--- src/rtl/input_port_requester.sv ---
// Ingress requester for one switch input port: buffers framed flits, presents the
// header destination mask to the arbiter and streams the packet on granted cycles.
module input_port_requester #(
  parameter int DATA_WIDTH = 32,
  parameter int DST_WIDTH  = 4,
  parameter int FIFO_DEPTH = 16,
  parameter int CNT_WIDTH  = 8
) (
  input  logic                          clk,
  input  logic                          rst_n,
  input  logic                          in_valid,
  output logic                          in_ready,
  input  logic [DATA_WIDTH-1:0]         in_data,
  input  logic                          in_sop,
  input  logic                          in_eop,
  output logic                          port_req,
  output logic [DST_WIDTH-1:0]          port_dst,
  input  logic                          grant,
  output logic                          port_lock,
  output logic                          xbar_valid,
  output logic [DATA_WIDTH-1:0]         xbar_data,
  output logic                          xbar_sop,
  output logic                          xbar_eop,
  output logic [CNT_WIDTH-1:0]          drop_cnt,
  output logic [$clog2(FIFO_DEPTH):0]   fifo_level
);

  localparam int AW = $clog2(FIFO_DEPTH);
  localparam int LW = AW + 1;
  localparam int EW = DATA_WIDTH + 2;

  typedef enum logic [1:0] {
    IDLE = 2'd0,
    SEND = 2'd1,
    DROP = 2'd2
  } state_t;

  state_t                 state_q, state_d;
  logic [EW-1:0]          mem_q [FIFO_DEPTH];
  logic [AW-1:0]          wr_ptr_q, wr_ptr_d;
  logic [AW-1:0]          rd_ptr_q, rd_ptr_d;
  logic [LW-1:0]          count_q, count_d;
  logic [DST_WIDTH-1:0]   dst_q, dst_d;
  logic                   lock_q, lock_d;
  logic [CNT_WIDTH-1:0]   drop_q, drop_d;

  logic                   empty, full, push, pop, drop_inc;
  logic [EW-1:0]          head;
  logic                   head_sop, head_eop;
  logic [DATA_WIDTH-1:0]  head_data;
  logic [DST_WIDTH-1:0]   head_mask;

  // Handshakes: an ingress flit transfers on a cycle with in_valid & in_ready;
  // a flit transfers to the crossbar on a cycle with port_req & grant, which is
  // exactly when xbar_valid is high. Full uses the registered count only.
  assign empty     = (count_q == '0);
  assign full      = (count_q == LW'(FIFO_DEPTH));
  assign in_ready  = rst_n & ~full;
  assign push      = in_valid & in_ready;

  assign head      = mem_q[rd_ptr_q];
  assign head_sop  = head[EW-1];
  assign head_eop  = head[EW-2];
  assign head_data = head[DATA_WIDTH-1:0];
  assign head_mask = head_data[DST_WIDTH-1:0];

  always_comb begin
    state_d    = state_q;
    dst_d      = dst_q;
    lock_d     = lock_q;
    pop        = 1'b0;
    drop_inc   = 1'b0;
    port_req   = 1'b0;
    port_dst   = '0;
    xbar_valid = 1'b0;
    xbar_data  = '0;
    xbar_sop   = 1'b0;
    xbar_eop   = 1'b0;
    case (state_q)
      IDLE: begin
        if (!empty) begin
          if (!head_sop) begin
            pop      = 1'b1;
            drop_inc = 1'b1;
          end else if (head_mask == '0) begin
            // An empty mask is never granted, so the packet is discarded instead.
            drop_inc = 1'b1;
            state_d  = DROP;
          end else begin
            dst_d   = head_mask;
            state_d = SEND;
          end
        end
      end
      SEND: begin
        if (rst_n) begin
          port_dst = dst_q;
          port_req = ~empty;
        end
        if (port_req && grant) begin
          pop        = 1'b1;
          xbar_valid = 1'b1;
          xbar_data  = head_data;
          xbar_sop   = head_sop;
          xbar_eop   = head_eop;
          lock_d     = ~head_eop;
          if (head_eop) state_d = IDLE;
        end
      end
      DROP: begin
        if (!empty) begin
          pop = 1'b1;
          if (head_eop) state_d = IDLE;
        end
      end
      default: state_d = IDLE;
    endcase
  end

  always_comb begin
    wr_ptr_d = push ? wr_ptr_q + AW'(1) : wr_ptr_q;
    rd_ptr_d = pop  ? rd_ptr_q + AW'(1) : rd_ptr_q;
    count_d  = count_q;
    case ({push, pop})
      2'b10:   count_d = count_q + LW'(1);
      2'b01:   count_d = count_q - LW'(1);
      default: count_d = count_q;
    endcase
    drop_d = (drop_inc && (drop_q != '1)) ? drop_q + CNT_WIDTH'(1) : drop_q;
  end

  always_ff @(posedge clk) begin
    if (!rst_n) begin
      state_q  <= IDLE;
      wr_ptr_q <= '0;
      rd_ptr_q <= '0;
      count_q  <= '0;
      dst_q    <= '0;
      lock_q   <= 1'b0;
      drop_q   <= '0;
    end else begin
      state_q  <= state_d;
      wr_ptr_q <= wr_ptr_d;
      rd_ptr_q <= rd_ptr_d;
      count_q  <= count_d;
      dst_q    <= dst_d;
      lock_q   <= lock_d;
      drop_q   <= drop_d;
    end
  end

  // Storage needs no reset: occupancy is governed entirely by the pointers.
  always_ff @(posedge clk) begin
    if (push) mem_q[wr_ptr_q] <= {in_sop, in_eop, in_data};
  end

  assign port_lock  = lock_q;
  assign drop_cnt   = drop_q;
  assign fifo_level = count_q;

endmodule

--- config.mk ---
export PLATFORM = sky130hd
export DESIGN_NAME = input_port_requester
export DESIGN_NICKNAME = d
export VERILOG_FILES = /design/src/rtl/input_port_requester.sv
export SDC_FILE = /design/constraint.sdc
export NUM_CORES = 1
export LEC_CHECK = 0
export ABC_AREA = 1
export CAP_MARGIN = 0
export CORE_UTILIZATION = 55
export DETAILED_ROUTE_END_ITERATION = 12
export PLACE_DENSITY_LB_ADDON = 0.2
export SKIP_LAST_GASP = 1
export SYNTH_ARGS = -nofsm -noshare
export SYNTH_HDL_FRONTEND = slang
export SYNTH_SLANG_ARGS = --single-unit
--- constraint.sdc ---
create_clock -name clk -period 3.9 [get_ports clk]
set_clock_uncertainty 0.1 [all_clocks]
set_input_delay 0.78 -clock clk [delete_from_list [all_inputs] [get_ports clk]]
set_output_delay 0.78 -clock clk [all_outputs]
set_load 0.005 [all_outputs]
# --- Yosys cells after proc, flatten, opt, wreduce, memory -nomap -nowiden ---
# Memory sizes are Yosys's and may differ from the RTL's. A register that Yosys moved wholly into a read port is not among the register bits.
# Cells that the tools add are included.
# Widths: inputs -> output; s select.
totals:
  register_bits: 28
  latch_bits: 0
  mem_bits_rw: 544
  romBits: 0
  elab_cells: 71
  memories: 1
memory_table:
  columns: ["memory", "words", "width", "read_ports", "rd_clocked_by_memory_dff", "wr", "line", "text"]
  rows:
  - ["mem_q", 16, 34, 1, 1, 1, "39", "logic [EW-1:0] mem_q [FIFO_DEPTH];"]
classes:
  addsub: 5
  mul: 0
  div: 0
  n_lt_le_gt_ge: 0
  n_eq_ne: 10
  n_shift: 0
  n_mux: 33
  bitwise_logic: 6
  reduce_logical: 9
ops:
  columns: ["operator", "n"]
  rows:
  - ["$mux 32", 2]
  - ["$mux 1", 18]
  - ["$mux 4", 4]
  - ["$mux 2", 6]
  - ["$pmux 5 s2", 1]
  - ["$add 4x1->4 const B", 2]
  - ["$add 8x1->8 const B", 1]
  - ["$ne 2x2->1 const B", 4]
  - ["$ne 8x8->1 const B", 1]
  - ["$reduce_and 4->1", 2]
  - ["$pmux 2 s3", 1]
  - ["$add 5x1->5 const B", 1]
  - ["$eq 5x5->1 const B", 1]
  - ["$logic_not 5->1", 1]
  - ["$sub 5x1->5 const B", 1]
  - ["$eq 2x1->1 const B", 2]
  - ["$eq 2x2->1 const B", 2]
  - ["$logic_not 4->1", 1]
  - ["$not 1->1", 4]
  - ["$pmux 1 s3", 1]
  - ["$and 1x1->1", 2]
  - ["$logic_and 1x1->1", 2]
  - ["$logic_not 2->1", 1]
  - ["$reduce_and 2->1", 1]
  - ["$reduce_bool 2->1", 1]

# --- Depth between registers and ports, before layout ---
# Gate-level depths: netlist (run 1).
logic_depth:
  depth_word: 9
  depth_mapped: 24
  ltp_nobuf: 21

# --- Least setup slack after synthesis (run 1) ---
# No wires, ideal clock.
synth_timing:
  kind: "in2reg"
  startpoint: "in rst_n"
  endpoint: "mem mem_q[11][0] (netlist name) (enable)"
  arrival_time_ns: 3.046
  setup_slack_ns: 0.329
  path_stages: 7
  path_buffers: 1
  cell_sequence: "clkbuf_1 > o21ai_0 > inv_1 > nand2_1 > inv_1 > nand3_1 > nor2_1"
synth_between:
  elab_chain_len: 4
synth_lines:
  columns: ["item", "line", "text"]
  rows:
  - ["start: declaration", "10", "input logic rst_n,"]
  - ["$and 1x1->1", "58", "assign in_ready = rst_n & ~full;"]
  - ["via in_ready", "12", "output logic in_ready,"]
  - ["$and 1x1->1", "59", "assign push = in_valid & in_ready;"]
  - ["$mux 1", "154", "if (push) mem_q[wr_ptr_q] <= {in_sop, in_eop, in_data};"]
  - ["$mux 1 (not written as such)", "154", null]
  - ["end: declaration", "39", null]
# The timed path passes the listed nets, and every way through them passes these cells.

==> results of run 1 <==
worst max-delay path by stage:
| stage | end | slack, ns |
|---|---|---|
| 2_1_floorplan | mem_q[11][0] | 0.33 |
| 3_3_place_gp | fifo_level[4] | 0.30 |
| 3_5_place_dp | fifo_level[4] | 0.23 |
| 4_1_cts | xbar_data[7] | 0.007 |
| 5_1_grt | xbar_data[31] | -0.02 |
| 6_report | xbar_data[13] | 0.13 |
logic make-up (layout without fill, tap and decap cells):
logic type	Yosys count	in the layout	synth area share
AOI/OAI and AO/OA	468	468	0.125
xor gates and xnor gates	10	10	0.00376
adders and majority gates	12	12	0.00644
buffers and inverters	172	312	0.0374
DFF	576	576	0.729
and+or+nand+nor	557	557	0.0991
power by group:
| group | internal (uW) | switching (uW) | leakage [uW] |
|---|---|---|---|
| Combinational | 1920 | 3390 | 0.00330 |
| Clock | 3030 | 2240 | 0.000901 |
| Sequential | 6910 | 119 | 0.00516 |
| Total | 11900 | 5760 | 0.00937 |
worst reg2reg max path, stage by stage, from the launching register on:
cell,delay [ns]
dfxtp_1,0.37
nor2_1,0.24
nand4_2,0.25
nand2_1,0.14
nor2_2,0.06
nand2_4,0.13
buf_6,0.32
nand2_1,0.09
inv_1,0.07
nand2_2,0.08
nand2_4,0.11
inv_1,0.07
ha_1,0.26
xor2_1,0.18
ha_1,0.20
inv_1,0.06
nand2_1,0.08
nand2_1,0.08
nand2_1,0.05
nand2_1,0.05
nand3_1,0.06
nand2_1,0.06
inv_1,0.03
cell type report:
class                      count  area share
clock buffer                  63      0.0541
clock inverter                41      0.0123
inverter                      54     0.00874
multi-input combinational   1047       0.206
sequential                   576       0.625
tap                          539      0.0248
timing repair buffer         153      0.0684
timing repair inverter         1    0.000598
sequential cells by signal, summed over array words and instances (netlist names), named ones only:
register / count
wr_ptr_q: 4
rd_ptr_q: 4
port_lock: 1
fifo_level: 5
drop_cnt: 8
dst_q: 4
state_q: 2
mem_q: 544
layout by cell type (no fill, tap or decap), types with 4 or more instances in the layout:
cell,n
clkbuf_1,5
a211oi_1,24
nor3_1,23
o211ai_1,17
xnor2_1,5
a22oi_1,38
clkdlybuf4s50_1,91
buf_12,28
a211oi_2,4
clkinv_1,14
edfxtp_1,544
a32o_1,27
buf_4,24
clkbuf_16,61
nor2_1,95
clkinv_2,20
inv_1,47
o21ai_1,12
o21ai_0,75
nor2_4,17
xor2_1,5
a221oi_1,38
nand2_4,4
nand2_1,357
nand3_1,44
bufinv_16,5
ha_1,12
a221oi_2,5
a21oi_1,215
dfxtp_1,29
stage by stage:
stage               cell area (um2)  worst slack, ns  setup TNS, ns  utilization
floorplan                     23300            0.329              0            -
global placement              25100            0.298              0        0.599
detailed placement            25100            0.234              0        0.599
CTS                           27000          0.00699              0        0.644
global route                  27200          -0.0247        -0.0247        0.650
finish                        27200            0.128              0        0.650
routing by layer:
layer | up-vias | track usage
met1 | 7508 | 0.354
met5 | - | 0
met3 | 83 | 0.0340
met2 | 551 | 0.421
li1 | 6841 | -
met4 | 2 | 0.0789
what timing repair did:
| item | CTS | global route |
|---|---|---|
| pin swaps | 0 | 2 |
| setup buffers | 4 | 6 |
| gates resized for setup | 5 | 15 |
| cloned | 1 | 3 |
| hold endpoints to repair | 0 | 0 |
| setup endpoints to repair | 28 | 12 |
==> results.ini, run 1 <==
[cts]
cts_buffer_depth = 3
clkTransAtPathRegs_ns = 0.06
numCtsBuffers = 56
clockRootBuffer = clkbuf_16
ctsHoldBuffers = 0
clk_latency_ns = 0.60
cts_tree = done
htree_levels = 2
cts.sinks = 576

[sta]
setup_viol = 0
worstMarginPinSlew_ns = 0.644
fmax_ghz = 0.265
holdWs_ns = 0.393
fin_crit_sh = 0.967
drv_slew = 0
period_needed_ns = 3.77
hold_viol_final = 0
rsz0062_at_grt = true
slew_headroom = 0.571

[logic_synthesis]
syn_nets = 1845
synth_most_common_cell = edfxtp_1
synth.distinct_cells = 46
ys_seq_elements = 576
async_flop_share = 0
synth_top_area_cell = edfxtp_1
synth_edf_count = 544
synthFlopType = edfxtp_1
yosysWarningCount = 0
synth_top_area_share = 0.701
syn_avg_cell_area_um2 = 13.0
synth_common_cells = 544 x edfxtp_1, 357 x nand2_1, 216 x a21oi_1, 111 x nor2_1, 75 x o21ai_0
syn_inst = 1795
synthTopCellsByArea = edfxtp_1 70%, nand2_1 5.8%, a21oi_1 4.6%
ys_seq_area_frac = 0.729
synth_area_um2 = 23300

[critical_path]
slowest_delay_ns = 0.56
end_kind = primary output
crit_family = buffers and inverters
reg2reg_slack_ns = 0.66
crit_fanout = 48
rr_worst_depth = 22
r2r_end = fifo_level[4]
worstPathRequired_ns = 3.02
cp.depth = 8
r2r_start = fifo_level[1]
path_cells = buf_6 > clkinv_16 > buf_4 > nand2_1 > a221oi_1 > nor3_1 > a211oi_1 > clkdlybuf4s50_1
path_buf_inv = 4
cp_data_arrival_time_ns = 2.89
worstSetupPathType = reg -> out
cpMaxStageDelayCell = clkdlybuf4s50_1
start_kind = register

[power_and_ir_drop]
power.density_nw_per_um2 = 648
ir_worst_vdd_v = 0.000395
p_leak_uw = 0.00937
p_total_uw = 17600

[finish]
fill_cells = 3063
seqCellArea_um2 = 17000
final_cell_count_no_fill = 2474
area_delta_synth_final_pct = 16.7
drive_gt1_frac = 0.106
diodes = 0
layout.nets = 1939
multi_input_area_um2 = 5610

[drt]
top_layer_used = met5
drt_pass1_iterations = 5
wire_per_inst_um = 22.5
viasPerCell = 6.06
wl_met2_um = 27600
ant_nets = 0
vias = 15000
drt_iter0_drc = 1342
dr_wl_met3_um = 3750
wirelength_um = 55600
drc = 0
wl_met1_um = 23100

[placement]
hpwl_um = 27700
gp_congestion = 0.833
dpl.cell_count = 2356
io_buffers = 92

[hold_path]
hold_end = rd_ptr_q[3]
min_path_type = reg -> reg
hold_depth = 1
min-delay-start = rd_ptr_q[3]

[floorplanning]
die_area_um2 = 43200
core_area_um2 = 41900
pin_count = 93
die_h_um = 208
die_w_um = 208
initial_core_util = 0.557
rows = 75

[global_routing]
grt_antenna_before_repair = 1
first_global_vias = 14400
grt_pass1_wl_um = 83400
track_usage = 0.255
grt_max_degree = 86
overflow = 0

[run_status]
outcome = finished, final reports clean

[run]
maxCapViolCount = 0

(Power assumes the default switching activity.)
==> run 2, diff against run 1 <==
Settings changed: PLACE_DENSITY set to 0.8, PLACE_DENSITY_LB_ADDON 0.2 to unset, SKIP_LAST_GASP 1 to unset.
==> run 2 against run 1 <==
Compared with the run above: the flow now finishes with violations (design-rule violations); first-iteration DRC count grew 42%; die area did not move; fmax down 3.0%.
==> results.ini, run 2 (synthesis gave the netlist of run 1 again) <==
[hold_path]
min_path_type = reg -> reg

[global_routing]
first_global_vias = 15000  ; +4.3%
grt_pass1_wl_um = 84700  ; +1.5%
grt_max_degree = 92  ; +7.0%
overflow = 0  ; unchanged
track_usage = 0.257  ; +0.00223
grt_antenna_before_repair = 2  ; +1

[sta]
rsz0062_at_grt = true
hold_viol_final = 0  ; unchanged
slew_headroom = 0.589  ; +0.0180
fin_crit_sh = 0.997  ; +0.0296
setup_viol = 0  ; unchanged
holdWs_ns = 0.383  ; -0.0102 ns
fmax_ghz = 0.257  ; -3.0%
drv_slew = 0  ; unchanged
worstMarginPinSlew_ns = 0.617  ; -0.0269 ns
fin_setup_tns_ns = 0  ; unchanged
period_needed_ns = 3.89  ; +0.115 ns

[floorplanning]
die_h_um = 208  ; unchanged
pin_count = 93  ; unchanged
rows = 75  ; unchanged
die_w_um = 208  ; unchanged
die_area_um2 = 43200  ; unchanged
core_area_um2 = 41900  ; unchanged
initial_core_util = 0.557  ; unchanged

[finish]
largest-register = mem_q
multi_input_area_um2 = 5590  ; -0.40%
largest_reg_flops = 544  ; unchanged
fill_cells = 2830  ; -7.6%
drive_gt1_frac = 0.0994  ; -0.00656
final_cell_mix = 544 x edfxtp_1, 357 x nand2_1, 214 x a21oi_1
area_delta_synth_final_pct = 16.1
seqCellArea_um2 = 17000  ; unchanged
layout.nets = 1939  ; unchanged
layout_commonest_cell = edfxtp_1

[placement]
hpwl_um = 29500  ; +6.6%
gp_congestion = 0.777  ; -6.7%
io_buffers = 92  ; unchanged

[drt]
viasPerCell = 6.26  ; +3.4%
drc = 4  ; +4
wirelength_um = 57100  ; +2.7%
wire_per_inst_um = 23.1  ; +2.7%
drt_pass1_iterations = 9  ; +4
drt_iter0_drc = 1908  ; +42%
vias = 15500  ; +3.3%
ant_nets = 0  ; unchanged

[cts]
ctsHoldBuffers = 0  ; unchanged
clk_latency_ns = 0.59  ; about the same
cts_buffer_depth = 3  ; unchanged
numCtsBuffers = 54  ; -3.6%
htree_levels = 2  ; unchanged
cts_tree = done
cts.sinks = 576  ; unchanged
clkTransAtPathRegs_ns = 0.06  ; about the same
clockRootBuffer = clkbuf_16

[critical_path]
crit_fanout = 57  ; +19%
start_kind = register
cp_data_arrival_time_ns = 3.01  ; +0.12 ns
worstPathRequired_ns = 3.02  ; about the same
end_kind = primary output
worstSetupPathType = reg -> out

[power_and_ir_drop]
p_leak_uw = 0.00929  ; -0.87%
ir_worst_vdd_v = 0.000477  ; +21%
power.density_nw_per_um2 = 649  ; about the same

[run_status]
outcome = finished, violations left
violations = design-rule violations

[run]
maxCapViolCount = 0  ; unchanged

-- run 2: cell count changes in the layout (fill, tap and decap cells not counted), sizes merged --
cell | previous run | this run
inv | 50 | 51
bufinv | 5 | 4
diode | 0 | 2
clkdlybuf4s50 | 91 | 92
clkinvlp | 1 | 4
buf | 58 | 60
dlymetal6s2s | 1 | 0
clkinv | 40 | 26
clkbuf | 66 | 72
-- run 2: layout make-up --
cell class              count  share of cell area
flip-flops and latches    576               0.628
multi-input cells        1047               0.207
repair buffers            156              0.0691
clock buffers              68              0.0542
well taps                 539              0.0249
clock inverters            31             0.00906
inverters                  54             0.00828
diodes                      2            0.000185
-- run 2: repair_timing --
item | in CTS | in global routing
resized for setup | 5 | 10
cloned | 0 | 4
pin swaps | 1 | 0
setup endpoints to repair | 25 | 15
buffers inserted | 5 | 8
-- run 2: worst max-delay path: stages, from the launching register on --
cell and delay (ns):
dfxtp_4 0.43, inv_16 0.20, buf_16 0.28, nand2_1 0.10, a221oi_1 0.36, nor3_1 0.14
a211oi_1 0.25, clkdlybuf4s50_1 0.57
-- run 2: layer usage --
metal  vias to the layer above  wire length, um  track usage
met5                         -                0            0
met2                       826            28800        0.430
met3                       141             4950       0.0383
met1                      7668            21700        0.339
li1                       6850                -            -
met4                         0             1740        0.104
-- run 2: path summary, 6_finish.rpt --
path / from / depth (start not counted) / slack [ns] / to
setup / recovery: register / 7 / 0.01 / xbar_data[12]
hold / removal: rd_ptr_q[2] / 1 / 0.38 / register
setup reg to reg: register / 20 / 0.62 / fifo_level[4]
hold reg to reg: rd_ptr_q[2] / 1 / 0.38 / register
-- run 2: metrics by stage --
stage	area [um2]	setup WS (ns)	power, uW	util	instances
after floorplan	23300	0.329	10700	-	1795
after global placement	25000	0.406	11900	0.598	2355
after detailed placement	25000	0.339	12100	0.598	2355
after CTS	26800	0.00507	17200	0.641	2459
after global routing	27100	-0.0687	18300	0.646	2472
final	27100	0.0129	17500	0.647	2473
-- run 2: power by group --
| group | leakage (uW) | total [uW] | switching, uW | internal [uW] |
|---|---|---|---|---|
| Sequential | 0.00516 | 7040 | 130 | 6910 |
| Combinational | 0.00329 | 5400 | 3490 | 1900 |
| Clock | 0.000830 | 5110 | 2190 | 2910 |
| Total | 0.00929 | 17500 | 5820 | 11700 |
